File: src/rtl/cci_mpf_shim_canonicalize_rsp_to_afu.sv
// Response canonicalization: registers read responses to the AFU, steers every write
// response onto AFU c1Rx through a collision FIFO, and tracks outstanding requests.
// Optional statistics outputs are enabled with the CCI_MPF_RSP_STATS_EN macro.

module cci_mpf_shim_canonicalize_rsp_to_afu #(
   parameter int HDR_W         = 24,
   parameter int DATA_W        = 512,
   parameter int FIFO_DEPTH    = 4,
   parameter int ALMFULL_SLACK = 2,
   parameter int CNT_W         = 10
) (
   input  logic                          clk,
   input  logic                          reset,
   input  logic                          qlp_c0rx_valid,
   input  logic                          qlp_c0rx_is_wr_rsp,
   input  logic [HDR_W-1:0]              qlp_c0rx_hdr,
   input  logic [DATA_W-1:0]             qlp_c0rx_data,
   input  logic                          qlp_c1rx_valid,
   input  logic [HDR_W-1:0]              qlp_c1rx_hdr,
   input  logic                          rd_req_issued,
   input  logic                          wr_req_issued,
   output logic                          afu_c0rx_valid,
   output logic [HDR_W-1:0]              afu_c0rx_hdr,
   output logic [DATA_W-1:0]             afu_c0rx_data,
   output logic                          afu_c1rx_valid,
   output logic [HDR_W-1:0]              afu_c1rx_hdr,
   output logic                          wr_rsp_almfull,
   output logic [CNT_W-1:0]              rd_outstanding,
   output logic [CNT_W-1:0]              wr_outstanding,
`ifdef CCI_MPF_RSP_STATS_EN
   output logic [31:0]                   stat_wr_diverted,
   output logic [$clog2(FIFO_DEPTH):0]   stat_fifo_hwm,
`endif
   output logic [2:0]                    err_flags
);

   localparam int AW = $clog2(FIFO_DEPTH);
   localparam int CW = AW + 1;
   localparam int EW = CNT_W + 2;
   localparam logic [CW-1:0] DEPTH_C     = CW'(FIFO_DEPTH);
   localparam logic [CW-1:0] ALMFULL_LVL = CW'(FIFO_DEPTH - ALMFULL_SLACK);

   logic                rd_rsp_s;
   logic                s0_s;
   logic                s1_s;

   logic                c0_valid_d, c0_valid_q;
   logic [HDR_W-1:0]    c0_hdr_d, c0_hdr_q;
   logic [DATA_W-1:0]   c0_data_d, c0_data_q;
   logic                c1_valid_d, c1_valid_q;
   logic [HDR_W-1:0]    c1_hdr_d, c1_hdr_q;

   logic [HDR_W-1:0]    mem_d [FIFO_DEPTH];
   logic [HDR_W-1:0]    mem_q [FIFO_DEPTH];
   logic [AW-1:0]       wr_ptr_d, wr_ptr_q;
   logic [AW-1:0]       rd_ptr_d, rd_ptr_q;
   logic [AW-1:0]       wr_ptr_p1_s;
   logic [CW-1:0]       cnt_d, cnt_q;
   logic [CW-1:0]       space_s;
   logic                deq_s;
   logic                first_v_s;
   logic                second_v_s;
   logic [HDR_W-1:0]    first_hdr_s;
   logic                take1_s;
   logic                take2_s;
   logic                ovf_s;
   logic                almfull_d, almfull_q;

   logic [EW-1:0]       rd_ext_s;
   logic [EW-1:0]       wr_ext_s;
   logic                rd_und_s, rd_sat_s;
   logic                wr_und_s, wr_sat_s;
   logic [CNT_W-1:0]    rd_cnt_d, rd_cnt_q;
   logic [CNT_W-1:0]    wr_cnt_d, wr_cnt_q;
   logic [2:0]          err_d, err_q;

   assign rd_rsp_s = qlp_c0rx_valid & ~qlp_c0rx_is_wr_rsp;
   assign s0_s     = qlp_c0rx_valid &  qlp_c0rx_is_wr_rsp;
   assign s1_s     = qlp_c1rx_valid;

   // Read response pipeline stage; header and data hold when idle
   always_comb begin
      c0_valid_d = rd_rsp_s;
      if (rd_rsp_s) begin
         c0_hdr_d  = qlp_c0rx_hdr;
         c0_data_d = qlp_c0rx_data;
      end else begin
         c0_hdr_d  = c0_hdr_q;
         c0_data_d = c0_data_q;
      end
   end

   // c1 arbitration: FIFO head has priority; leftovers become ordered enqueue candidates
   always_comb begin
      c1_valid_d  = 1'b0;
      c1_hdr_d    = c1_hdr_q;
      deq_s       = 1'b0;
      first_v_s   = 1'b0;
      second_v_s  = 1'b0;
      first_hdr_s = qlp_c1rx_hdr;
      if (cnt_q != {CW{1'b0}}) begin
         c1_valid_d  = 1'b1;
         c1_hdr_d    = mem_q[rd_ptr_q];
         deq_s       = 1'b1;
         first_v_s   = s1_s | s0_s;
         second_v_s  = s1_s & s0_s;
         first_hdr_s = s1_s ? qlp_c1rx_hdr : qlp_c0rx_hdr;
      end else if (s1_s) begin
         c1_valid_d  = 1'b1;
         c1_hdr_d    = qlp_c1rx_hdr;
         first_v_s   = s0_s;
         first_hdr_s = qlp_c0rx_hdr;
      end else if (s0_s) begin
         c1_valid_d  = 1'b1;
         c1_hdr_d    = qlp_c0rx_hdr;
      end else begin
         c1_valid_d  = 1'b0;
      end
   end

   // FIFO update. Room is judged on the occupancy at the start of the cycle, so a
   // same-cycle dequeue does not make space for an incoming entry.
   always_comb begin
      space_s     = DEPTH_C - cnt_q;
      take1_s     = first_v_s  & (space_s >= CW'(1));
      take2_s     = second_v_s & (space_s >= CW'(2));
      ovf_s       = (first_v_s & ~take1_s) | (second_v_s & ~take2_s);
      wr_ptr_p1_s = wr_ptr_q + AW'(1);
      for (int i = 0; i < FIFO_DEPTH; i++) begin
         if (take1_s && (wr_ptr_q == AW'(i))) begin
            mem_d[i] = first_hdr_s;
         end else if (take2_s && (wr_ptr_p1_s == AW'(i))) begin
            mem_d[i] = qlp_c0rx_hdr;
         end else begin
            mem_d[i] = mem_q[i];
         end
      end
      wr_ptr_d  = wr_ptr_q + AW'(take1_s) + AW'(take2_s);
      rd_ptr_d  = rd_ptr_q + AW'(deq_s);
      cnt_d     = cnt_q + CW'(take1_s) + CW'(take2_s) - CW'(deq_s);
      almfull_d = (cnt_d >= ALMFULL_LVL);
   end

   // Outstanding counters: net change in a 2-bit-wider field, then clamp to the legal range
   always_comb begin
      rd_ext_s = {2'b00, rd_cnt_q} + EW'(rd_req_issued) - EW'(rd_rsp_s);
      wr_ext_s = {2'b00, wr_cnt_q} + EW'(wr_req_issued) - EW'(s1_s) - EW'(s0_s);
      rd_und_s = rd_ext_s[EW-1];
      rd_sat_s = ~rd_ext_s[EW-1] & rd_ext_s[EW-2];
      wr_und_s = wr_ext_s[EW-1];
      wr_sat_s = ~wr_ext_s[EW-1] & wr_ext_s[EW-2];
      if (rd_und_s) begin
         rd_cnt_d = {CNT_W{1'b0}};
      end else if (rd_sat_s) begin
         rd_cnt_d = {CNT_W{1'b1}};
      end else begin
         rd_cnt_d = rd_ext_s[CNT_W-1:0];
      end
      if (wr_und_s) begin
         wr_cnt_d = {CNT_W{1'b0}};
      end else if (wr_sat_s) begin
         wr_cnt_d = {CNT_W{1'b1}};
      end else begin
         wr_cnt_d = wr_ext_s[CNT_W-1:0];
      end
      err_d = err_q | {ovf_s, rd_sat_s | wr_sat_s, rd_und_s | wr_und_s};
   end

   // Control and output registers
   always_ff @(posedge clk or posedge reset) begin
      if (reset) begin
         c0_valid_q <= 1'b0;
         c0_hdr_q   <= {HDR_W{1'b0}};
         c0_data_q  <= {DATA_W{1'b0}};
         c1_valid_q <= 1'b0;
         c1_hdr_q   <= {HDR_W{1'b0}};
         wr_ptr_q   <= {AW{1'b0}};
         rd_ptr_q   <= {AW{1'b0}};
         cnt_q      <= {CW{1'b0}};
         almfull_q  <= 1'b0;
         rd_cnt_q   <= {CNT_W{1'b0}};
         wr_cnt_q   <= {CNT_W{1'b0}};
         err_q      <= 3'b000;
      end else begin
         c0_valid_q <= c0_valid_d;
         c0_hdr_q   <= c0_hdr_d;
         c0_data_q  <= c0_data_d;
         c1_valid_q <= c1_valid_d;
         c1_hdr_q   <= c1_hdr_d;
         wr_ptr_q   <= wr_ptr_d;
         rd_ptr_q   <= rd_ptr_d;
         cnt_q      <= cnt_d;
         almfull_q  <= almfull_d;
         rd_cnt_q   <= rd_cnt_d;
         wr_cnt_q   <= wr_cnt_d;
         err_q      <= err_d;
      end
   end

   // FIFO storage; contents are meaningless while the pointers say empty
   always_ff @(posedge clk) begin
      mem_q <= mem_d;
   end

`ifdef CCI_MPF_RSP_STATS_EN
   logic [31:0] diverted_d, diverted_q;
   logic [CW-1:0] hwm_d, hwm_q;

   // Diversion count and FIFO high-water mark
   always_comb begin
      diverted_d = diverted_q + 32'(s0_s);
      if (cnt_d > hwm_q) begin
         hwm_d = cnt_d;
      end else begin
         hwm_d = hwm_q;
      end
   end

   // Statistics registers
   always_ff @(posedge clk or posedge reset) begin
      if (reset) begin
         diverted_q <= 32'd0;
         hwm_q      <= {CW{1'b0}};
      end else begin
         diverted_q <= diverted_d;
         hwm_q      <= hwm_d;
      end
   end

   assign stat_wr_diverted = diverted_q;
   assign stat_fifo_hwm    = hwm_q;
`endif

   assign afu_c0rx_valid = c0_valid_q;
   assign afu_c0rx_hdr   = c0_hdr_q;
   assign afu_c0rx_data  = c0_data_q;
   assign afu_c1rx_valid = c1_valid_q;
   assign afu_c1rx_hdr   = c1_hdr_q;
   assign wr_rsp_almfull = almfull_q;
   assign rd_outstanding = rd_cnt_q;
   assign wr_outstanding = wr_cnt_q;
   assign err_flags      = err_q;

endmodule
File: config.mk
export PLATFORM = sky130hd
export DESIGN_NAME = cci_mpf_shim_canonicalize_rsp_to_afu
export DESIGN_NICKNAME = d
export VERILOG_FILES = /design/src/rtl/cci_mpf_shim_canonicalize_rsp_to_afu.sv
export SDC_FILE = /design/constraint.sdc
export NUM_CORES = 1
export LEC_CHECK = 0
export CORE_AREA = 2 2 455 457
export CTS_CLUSTER_SIZE = 40
export DETAILED_ROUTE_END_ITERATION = 10
export DIE_AREA = 0 0 457 459
export PLACE_DENSITY_LB_ADDON = 0.05
export SLEW_MARGIN = 5
export SYNTH_ARGS = -nofsm -noshare
export SYNTH_HDL_FRONTEND = slang
export SYNTH_SLANG_ARGS = --single-unit
File: constraint.sdc
create_clock -name clk -period 61.2 [get_ports clk]
set_input_delay 9.18 -clock clk [delete_from_list [all_inputs] [get_ports clk]]
set_output_delay 9.18 -clock clk [all_outputs]
set_load 0.1 [all_outputs]
# Yosys cells after proc, flatten, opt, wreduce, memory -nomap -nowiden
# Cells that the tools add are included.
# word_totals
elab_cells	103
inputBits	567
ff_bits	689
out_inout_bits	586
# op_classes
bitwise	20
n_reduce_logical	16
n_eq_ne	6
muxes	28
n_lt_le_gt_ge	4
addsub	13
# ops
operator	count
24-bit 2-to-1 mux	16
24-bit binary-select mux with 2-bit select	1
10-bit 2-to-1 mux	4
11-bit by 1-bit subtractor with 12-bit output	2
10-bit by 1-bit adder with 11-bit output	2
12-bit by 1-bit subtractor with 12-bit output	1
1-bit AND	9
2-bit == test, second input constant	4
1-bit logical AND	8
2-bit nonzero test	4
1-bit 2-to-1 mux	7
2-bit by 1-bit adder with 2-bit output	3
3-bit by 1-bit adder with 3-bit output	2
3-bit by 2-bit greater-or-equal comparator with 1-bit output, second input constant	2
3-bit nonzero test	2
1-bit inverter	5
2-bit by 1-bit == test with 1-bit output, second input constant	2
2-bit logical NOT	2
1-bit bitwise OR	4
3-bit by 1-bit greater-or-equal comparator with 1-bit output, second input constant	1
3-bit greater-or-equal comparator, second input constant	1
2-bit inverter with 3-bit output	1
3-bit bitwise OR	1
3-bit by 1-bit subtractor with 3-bit output	1
2 further kinds	2

# Logic depth before layout (Yosys ltp)
# depth
word_depth	8
ltp_mapped	16
depth_no_buf	14

# Least setup slack after synthesis
# OpenSTA, ideal clock, no wires.
# synth_timing
path_type	input-to-reg
from	in qlp_c1rx_valid
to	reg mem_q[72] in the netlist's numbering (enable)
n_path_buf	2
setup_ps	442
path_stages	9
arrival_time_ps	12291
required_time_ps	60758
path_slack_ps	48468
cell_sequence	buf_2 -> buf_2 -> inv_1 -> ha_1 -> nor2_1 -> a21oi_1 -> nor2_4 -> inv_1 -> o31ai_1
# synth_via
elab_chain_len	5
elab_cells_between_ends	10
cone_classes	mux: 3; bitwise: 4; reduce/logical: 3
# synth_lines
item	line_no	source
start: declaration	18	input logic qlp_c1rx_valid,
1-bit 2-to-1 mux, or another cell as far along	108	end else if (s1_s) begin
1-bit 2-to-1 mux	101	if (cnt_q != {CW{1'b0}}) begin
1-bit AND (on tied branches)	125, 126	
1-bit logical AND (on tied branches)	130, 132	
2-bit nonzero test (no line) *	-	
end signal: assignment	202	mem_q <= mem_d;
end: declaration	54	logic [HDR_W-1:0] mem_q [FIFO_DEPTH];
# Every way passes the cells marked *; elsewhere a longest branch is shown, timed or not.
# A chain may end at the register's enable or synchronous reset.

# Final worst setup path
# layout_timing
from	in qlp_c0rx_is_wr_rsp
to	reg c0_data_q[320], in the netlist afu_c0rx_data[320]
# layout_via
elab_chain_len	2
# layout_lines
item	line_no	source
start: declaration	15	input logic qlp_c0rx_is_wr_rsp,
1-bit inverter	77	assign rd_rsp_s = qlp_c0rx_valid & ~qlp_c0rx_is_wr_rsp;
1-bit AND	77	
end signal: assignment	174	c0_data_q <= {DATA_W{1'b0}};
end signal: assignment	187	c0_data_q <= c0_data_d;
end: declaration	49	logic [DATA_W-1:0] c0_data_d, c0_data_q;
# Every way passes these cells.

==> summary.txt <==
Cells and area
  – Area Overhead vs Synth: 62.90%
  – Final Core Density: 22.44%
  – Commonest non-fill, non-tap cells in the layout: nand2_1, clkdlybuf4s50_1, dfrtp_1
  – Nets: approximately 4600
  – Fraction of layout cells with a size suffix above 1: 8.790%
  – Commonest non-fill, non-tap cell in the layout: nand2_1
  – Design area: 46150 sq um

Clocking
  – CTS H-Tree Depth: 3
  – CTS tree: yes
  – Worst skew pair latency: 0.74 ns
  – Post-CTS Setup Bufs: 0
  – Sink Count: 689
  – Number of buffers created by CTS: 99
  – Hold Buf Count CTS: 0
  – Root Buffer: clkbuf_16
  – Post-CTS Resized: 0
  – CTS max path bufs: 3
  – CTS clk-pin slew, worst paths: 0.05 ns

STA
  – Setup violations, final: 0
  – Max Fclk: around 78 MHz
  – TNS Setup: 0 ns
  – Max transition margin: about a fifth
  – Tcrit/Tclk final: about a fifth
  – Final hold violation count: 0
  – RSZ-0062 raised after global routing: no
  – Worst Clk Skew: about 0.019 ns
  – Min Tclk post-route: between 10 and 15 ns
  – Max Slew Vio Count: 0
  – Setup slack after layout: around 48 ns
  – Worst Tran Pin Value: about 1.2 ns

Global route
  – Overall routing resource usage: 14.85%
  – Largest net degree at the start of global routing: 135
  – Antenna violations before repair: between 80 and 90
  – Gr ovfl total: 0
  – Vias in the first global route: ~26000
  – Global-route wire length before repair: around 220000 um

Worst setup path
  – Crit path top cell by count: buf_4
  – Crit. End Element: register
  – Slowest stage delay, CP: a little under 0.8 ns
  – Worst path bufs/invs: 5
  – CP max stage cell: buf_4
  – Worst Path Arrival: 13.52 ns
  – Worst setup SP type: primary input
  – Critical path's top delay family: buffers and inverters
  – CP Cell Sequence: clkdlybuf4s50_1 > nand2b_4 > buf_4 > buf_4 > buf_4 > buf_4 > nand2_1 > nand2_1
  – WS Path Type: in2reg
  – Worst-path fanout max: 67
  – WP data required: ~62 ns

Pwr
  – Maximum VDD drop: approximately 22 uV
  – Part of the power in registers: approximately 29%
  – PD cells: 46.23 nW/um^2
  – Sw Pwr: roughly 0.98 mW
  – Clock power frac: between 20% and 30%
  – Switching Fraction: about 46%
  – Pint: roughly 1.2 mW
  – Leak Pwr: 20.71 nW
  – Total power: between 2 and 2.5 mW
  – Logic gate share of total power: between 40% and 50%

Detailed routing
  – Routed vias: around 24000
  – Per-cell routed wire length: roughly 23 um
  – Remaining antenna violation count: 0
  – DRC viols: 0
  – Final wirelength: about 160000 um
  – Vias per cell: 3.540
  – DRT Pass-1 Iters: 5
  – Initial DRC count: about 1000

Run
  – Max-cap violations: 0

Die
  – Core area: about 210000 sq um
  – Die Ht: ~460 um
  – Die Wd: approximately 460 um
  – Core Rows: 167
  – Die ar.: about 210000 sq um
  – Initial Util: between 10% and 20%
  – Ports: about 1200

Synth
  – Mapped Nets: ~3500
  – Mapped Avg Cell Area: ~9.8 sq um
  – Yosys reg bits: slightly below 700
  – Main synth FF type: dfrtp_1
  – Post-synth EDFFs: 96
  – Synth cell types: 52
  – Register area share after synthesis: ~63%
  – Mapped Cells: just under 3000
  – Synthesized cell area: approximately 28000 sq um
  – Fraction of registers with async set/reset: roughly 86%
  – Synthesis Warnings: 0

Placement
  – GP Congestion: around 0.76
  – Setup slack at placement: 47.37 ns
  – Hpwl dp: between 100000 and 150000 um
  – Dpl cell area: about 43000 sq um
  – I/O Buffers: 1152

Hold path
  – Hold WC Path Type: reg2reg

Outcome
  – Outcome: finished clean
## stage by stage
| step | hold WS [ns] | instances |
|---|---|---|
| 2_1_floorplan | 0.4769 | 2886 |
| 3_3_place_gp | 0.4563 | 6630 |
| 3_5_place_dp | 0.4612 | 6630 |
| 4_1_cts | 0.4752 | 6811 |
| 5_1_grt | 0.4862 | 6813 |
| 6_report | 0.4680 | 6822 |
## cells in the mapped netlist, types with 3 or more instances
master / count / area [sq um]
o21ai_0: 35 / 175.2
xnor2_1: 11 / 96.34
o21a_1: 16 / 120.1
mux4_2: 24 / 540.5
inv_1: 41 / 153.9
mux2_2: 91 / 1025
o31a_1: 3 / 26.28
clkbuf_1: 125 / 469.2
fa_1: 6 / 120.1
xor2_1: 7 / 61.31
ha_1: 34 / 425.4
mux2i_1: 25 / 250.2
dfrtp_1: 593 / 14840
buf_2: 13 / 65.06
edfxtp_1: 96 / 2883
nor2_1: 12 / 45.04
mux2_1: 30 / 337.8
buf_1: 6 / 22.52
o211ai_1: 5 / 37.54
nand2_1: 1648 / 6186
nor2b_1: 5 / 31.28
a21oi_1: 20 / 100.1
## layout make-up
class	count	area, sq um
tap	2704	3383
clock inverter	30	329.1
sequential	689	17720
antenna	11	27.53
clock buffer	151	2904
timing repair buffer	1188	11710
multi-input combinational	2006	9891
inverter	43	176.4
fill	22480	159500
## kinds of logic after synthesis
| kind of cell | Yosys count | synth area share (%) |
|---|---|---|
| buffers and inverters | 191 | 2.668 |
| XOR/XNOR | 18 | 0.5565 |
| AO/OA/AOI/OAI | 94 | 2.027 |
| AND/OR/NAND/NOR | 1684 | 22.67 |
| adder cells (fa/ha/maj) | 40 | 1.926 |
| flip-flops | 689 | 62.56 |
| multiplexers | 170 | 7.601 |
## layer usage
metal  GRT usage (%)  up-vias  wire (um)
li1                -    11410          -
met5               0        -        516
met3           7.570      246      17250
met4           2.629       80       2813
met2           24.89      855      76090
met1           16.99    11560      62740
## power by group through the flow
| stage | clock, mW | combinational [mW] | sequential (mW) |
|---|---|---|---|
| after global placement | 0 | 0.961 | 0.620 |
| after detailed placement | 0 | 0.956 | 0.618 |
| final | 0.584 | 0.939 | 0.610 |
| after CTS | 0.616 | 0.958 | 0.612 |
| after global routing | 0.631 | 0.994 | 0.622 |
| after floorplan | 0 | 0.237 | 1.04 |
## registers in the layout, indices dropped and copies added, names as in the netlist
signal,flops
rd_outstanding,10
afu_c1rx_valid,1
afu_c0rx_valid,1
cnt_q,3
wr_rsp_almfull,1
err_flags,3
afu_c1rx_hdr,24
afu_c0rx_data,512
wr_ptr_q,2
mem_q,96
afu_c0rx_hdr,24
wr_outstanding,10
rd_ptr_q,2
## final timing paths
check / cells past startpoint / start / to / slack [ns]
worst max-delay path: 8 / qlp_c0rx_is_wr_rsp / afu_c0rx_data[320] / 48.31
worst min-delay path: 2 / afu_c0rx_data[178] / afu_c0rx_data[178] / 0.47
worst max register to register: 11 / cnt_q[1] / wr_rsp_almfull / 57.87
worst min register to register: 2 / afu_c0rx_data[178] / afu_c0rx_data[178] / 0.47
max in group asynchronous: 5 / reset / afu_c1rx_hdr[15] / 49.10
min in group asynchronous: 2 / reset / afu_c0rx_data[375] / 9.02
## tightest hold or removal path: stages, from the launching register on
cell	delay, ns
dfrtp_1	0.34
nand2_1	0.05
nand2_1	0.05
Note: power is estimated with default switching activity, not from simulation.
